--- config.mk ---
export PLATFORM = sky130hd
export DESIGN_NAME = encoder_4to2_serial
export DESIGN_NICKNAME = d
export VERILOG_FILES = /design/src/rtl/encoder_4to2_serial.sv
export SDC_FILE = /design/constraint.sdc
export NUM_CORES = 1
export LEC_CHECK = 0
export ABC_AREA = 1
export CAP_MARGIN = 5
export CORE_MARGIN = 2
export CORE_UTILIZATION = 50
export CTS_CLUSTER_DIAMETER = 120
export DETAILED_ROUTE_END_ITERATION = 8
export PLACE_DENSITY = 0.77
export RECOVER_POWER = 100
export SLEW_MARGIN = 25
export SYNTH_ARGS = -nofsm -noshare
export SYNTH_HDL_FRONTEND = slang
export SYNTH_SLANG_ARGS = --single-unit
--- constraint.sdc ---
create_clock -name clk -period 2.9 [get_ports clk]
set_clock_uncertainty 0.1 [all_clocks]
set_input_delay 0.29 -clock clk [delete_from_list [all_inputs] [get_ports clk]]
set_output_delay 0.29 -clock clk [all_outputs]
set_load 0.02 [all_outputs]
--- src/rtl/encoder_4to2_serial.sv ---
// ---------------------------------------------------------------------------
// encoder_4to2_serial
//
// Sequential 4-to-2 encoder. A 4-bit request vector is accepted on a
// valid/ready handshake and the 2-bit index of every set bit is emitted, one
// index per output transfer, in priority order. It is the inverse of
// decoder_2to4: feeding it a decoder output vector (or an OR of several)
// returns the original index stream.
//
// Parameters
//   PRIO_HIGH  0: lowest set bit emitted first, 1: highest set bit first
//
// Ports
//   clk        in   1  clock, all state updates on posedge
//   rst        in   1  synchronous reset, active-high
//   in         in   4  request vector, bit n set = index n pending
//   in_valid   in   1  in is valid this cycle
//   in_ready   out  1  block accepts in this cycle (combinational)
//   out        out  2  index of the current pending bit (registered)
//   out_valid  out  1  out is valid (registered)
//   out_ready  in   1  consumer takes out this cycle
//   out_last   out  1  out is the final index of the vector (registered)
//   err        out  1  only with ENC_ERR_EN: one-cycle pulse after an
//                      all-zero vector has been accepted
//
// Configuration macro
//   ENC_ERR_EN  when defined, adds the err output. When undefined, all-zero
//               vectors are dropped silently.
// ---------------------------------------------------------------------------
module encoder_4to2_serial #(
  parameter int PRIO_HIGH = 0
) (
  input  logic       clk,
  input  logic       rst,
  input  logic [3:0] in,
  input  logic       in_valid,
  output logic       in_ready,
  output logic [1:0] out,
  output logic       out_valid,
  input  logic       out_ready,
  output logic       out_last
`ifdef ENC_ERR_EN
  ,
  output logic       err
`endif
);

  typedef enum logic {
    IDLE = 1'b0,
    EMIT = 1'b1
  } state_t;

  state_t     state;
  logic [3:0] pend;

  logic       transfer;
  logic       accept;
  logic       load;
  logic [3:0] pend_rem;

  // Index of the bit that goes out first for vector v.
  function automatic logic [1:0] enc_idx(input logic [3:0] v);
    logic [1:0] idx;
    idx = 2'b00;
    if (PRIO_HIGH != 0) begin
      // Ascending scan: the last hit is the highest set bit.
      for (int i = 0; i < 4; i++) begin
        if (v[i]) idx = 2'(i);
      end
    end else begin
      // Descending scan: the last hit is the lowest set bit.
      for (int i = 3; i >= 0; i--) begin
        if (v[i]) idx = 2'(i);
      end
    end
    return idx;
  endfunction

  // True when exactly one bit of v is set.
  function automatic logic is_single(input logic [3:0] v);
    return (v != 4'b0000) && ((v & (v - 4'd1)) == 4'b0000);
  endfunction

  assign transfer = out_valid & out_ready;

  // A new vector is taken while idle, or in the same cycle the final index of
  // the current vector leaves, which gives zero-bubble back-to-back vectors.
  assign in_ready = ~rst & ((state == IDLE) | (transfer & out_last));
  assign accept   = in_valid & in_ready;
  assign load     = accept & (in != 4'b0000);

  // out always holds enc_idx(pend) in EMIT, so it names the bit to retire.
  assign pend_rem = pend & ~(4'b0001 << out);

  always_ff @(posedge clk) begin
    if (rst) begin
      state     <= IDLE;
      pend      <= 4'b0000;
      out       <= 2'b00;
      out_valid <= 1'b0;
      out_last  <= 1'b0;
`ifdef ENC_ERR_EN
      err       <= 1'b0;
`endif
    end else begin
`ifdef ENC_ERR_EN
      err <= accept & (in == 4'b0000);
`endif
      case (state)
        IDLE: begin
          if (load) begin
            state     <= EMIT;
            pend      <= in;
            out       <= enc_idx(in);
            out_last  <= is_single(in);
            out_valid <= 1'b1;
          end
        end
        EMIT: begin
          // Without a transfer everything holds, so out is stable under stall.
          if (transfer) begin
            if (out_last) begin
              if (load) begin
                pend     <= in;
                out      <= enc_idx(in);
                out_last <= is_single(in);
              end else begin
                state     <= IDLE;
                pend      <= 4'b0000;
                out_valid <= 1'b0;
                out_last  <= 1'b0;
              end
            end else begin
              pend     <= pend_rem;
              out      <= enc_idx(pend_rem);
              out_last <= is_single(pend_rem);
            end
          end
        end
        default: begin
          state     <= IDLE;
          pend      <= 4'b0000;
          out_valid <= 1'b0;
          out_last  <= 1'b0;
        end
      endcase
    end
  end

endmodule
==> out/qor.yml <==
worst_setup_path:
  crit_path_start: "in[2]"
  worstPathMaxFanout: 9
  rr_startpoint: "state"
  critical_path_class: "in -> reg"
  arrival_ns: 2.26
  slowest_delay_ns: 0.58
  crit_chain: "dlygate4sd3_1, nor2_1, nand2_1, nand2_1, nor2_1, nand2_4, nand2_1, o21ai_0, nor2_1, nor2_1"
  worstSetupStartpointType: "primary input"
  rrSetupSlack_ns: 0.88
  cp_slowest_cell: "dlygate4sd3_1"
  r2r_cells: 8
  worst_setup_path_end_kind: "flip-flop"
  cp-endpoint: "pend[3]"
  required_ns: 2.95
  path_common_cell: "nor2_1"
  r2r_end: "pend[3]"
logic_synthesis:
  ys_types: 21
  syn-cell-area_um2: 684
  synth.yosys.seq_area_share_pct: 26.3
  synth.avg_cell_area_um2: 6.40
  yosys_warnings: 0
  syn_inst: 107
  syn_nets: 115
  synth_seq_cells: 9
global_route:
  grt_pass1_wl_um: 2470
  grt_max_degree: 10
  grt_overflow: 0
  gr-usage-all-layers_pct: 22.6
  antenna_found_initial: 0
  grt_pass1_vias: 601
clock_tree:
  hold_buffers: 0
  clk_path_buf_depth: 2
  cts_resized: 0
  cts_made_buffers: 3
  ctsRootBufferMaster: "clkbuf_4"
  clk-insertion-delay-late_ns: 0.25
  clk_pin_slew_ns: 0.05
  cts_tree: "built"
  ctsHtreeMaxLevel: 1
  cts_setup_buffers: 0
  cts.sinks: 9
outcome:
  status: "finished, final reports clean"
route:
  drt-pass1-iter-count: 4
  drt-wirelength-per-cell_um: 11.3
  drc_errors: 0
  initialDrtViolationCount: 19
  final_antenna_net_count: 0
  viasPerCell: 5.20
  num_vias: 717
  wl_um: 1570
floorplan:
  io_pins: 13
  initial_core_util_pct: 53.3
  die_y_um: 41.0
  dieWidth_um: 41.0
  core_mm2: 0.00128
  dieArea_mm2: 0.00168
  rows: 13
placed_design:
  routabilityCongestion: 0.890
  dpl.hpwl_um: 1240
  portBuffers: 12
timing:
  layout_min_cycle_time_ns: 2.21
  worstMarginPinSlew_ns: 0.682
  layout_worst_path_cycle_share_pct: 76.4
  slew_viol_final: 0
  finalHoldViolations: 0
  clock.fmax_mhz: 451
  relSlewSlack_pct: 54.4
  finalHoldWorstSlack_ns: 0.411
  setup_viol: 0
  rsz0062_at_grt: "no"
  setup_tns_ns: 0
cells_and_area:
  antenna_cells: 0
  syn2layout_area_growth_pct: 19.6
  layout-drive-gt1-share_pct: 8.94
  finalNetCount: 132
  layout_common_cells: "nand2_1 (31), nor2_1 (14), inv_1 (12)"
  final_common_cell: "nand2_1"
power_and_ir_drop:
  irDropWorstVdd_uv: 325
  powerDensity_mw_per_mm2: 415
  p_leak_uw: 0.000399
flow_run:
  cap_violations: 0
worst_hold_path:
  hold_class: "reg -> reg"
==> critical path: cells and delay by family <==
kind	cells	cell delay, ns
compound gates	1	0.14
buf+inv	1	0.58
simple gates	8	1.25
==> power breakdown <==
part	switching [µW]	internal, µW
Clock	37.8	52.6
Combinational	59.5	45.0
Sequential	12.1	133
==> cell families (layout without fill, tap and decap cells) <==
logic type	after synthesis	in the layout	share of synthesized area (%)
and+or+nand+nor	60	60	44.4
AOI/OAI and AO/OA	23	23	19.0
DFF	9	9	26.3
buffers and inverters	15	31	10.2
==> metal layers <==
metal	global-route usage [%]	wire [µm]	up-vias
li1	-	-	381
met1	28.1	737	306
met2	37.9	706	28
met3	9.78	112	2
met4	0	8	0
met5	0	0	-
==> synthesized netlist by cell type <==
master    count  share of area, %
a21oi_1       6               4.4
a22o_1        1               1.3
a31oi_1       1              0.91
bufinv_8      1               2.6
dfxtp_1       9                26
inv_1        12               6.6
inv_2         2               1.1
nand2_1      29                16
nand2_2       1              0.91
nand2_4       4               6.6
nand3_1       7               5.1
nand3_4       1               2.6
nand3b_1      1               1.1
nor2_1       13               7.1
nor2_8        1               2.9
nor3_1        3               2.2
o21a_1        2               2.2
o21ai_0       3               2.2
o21ai_1       8               5.9
o21ai_2       1               1.3
o22ai_1       1              0.91
==> area by class of cell <==
type                            instances  area [µm²]
Clock buffer                            4        26.3
Fill cell                             128         467
Inverter                               15        70.1
Multi-Input combinational cell         83         403
Sequential cell                         9         180
Tap cell                               15        18.8
Timing Repair Buffer                   12         120
==> registers in the layout, summed over array words and instances (netlist names) <==
signal / cells
pend: 4
out_valid: 1
state: 1
out: 2
out_last: 1
==> worst min-delay path by stage <==
stage                 start       to  depth (start not counted)  slack, ns
floorplan               rst   out[1]                          1       0.26
global placement    pend[1]  pend[1]                          2       0.41
detailed placement  pend[1]  pend[1]                          2       0.40
CTS                 pend[1]  pend[1]                          2       0.41
global route        pend[1]  pend[1]                          2       0.45
finish              pend[1]  pend[1]                          2       0.41
==> per-stage QoR <==
step                      area, µm²  cells  power [µW]  util (%)  setup WS [ns]
after floorplan                 684    107         220         -           1.44
after global placement          823    134         258      64.1          0.793
after detailed placement        823    134         258      64.1          0.779
after CTS                       850    138         351      66.1          0.770
after global routing            818    138         366      63.7          0.424
final                           818    138         340      63.7          0.685
Note: power is estimated with default switching activity, not from simulation.
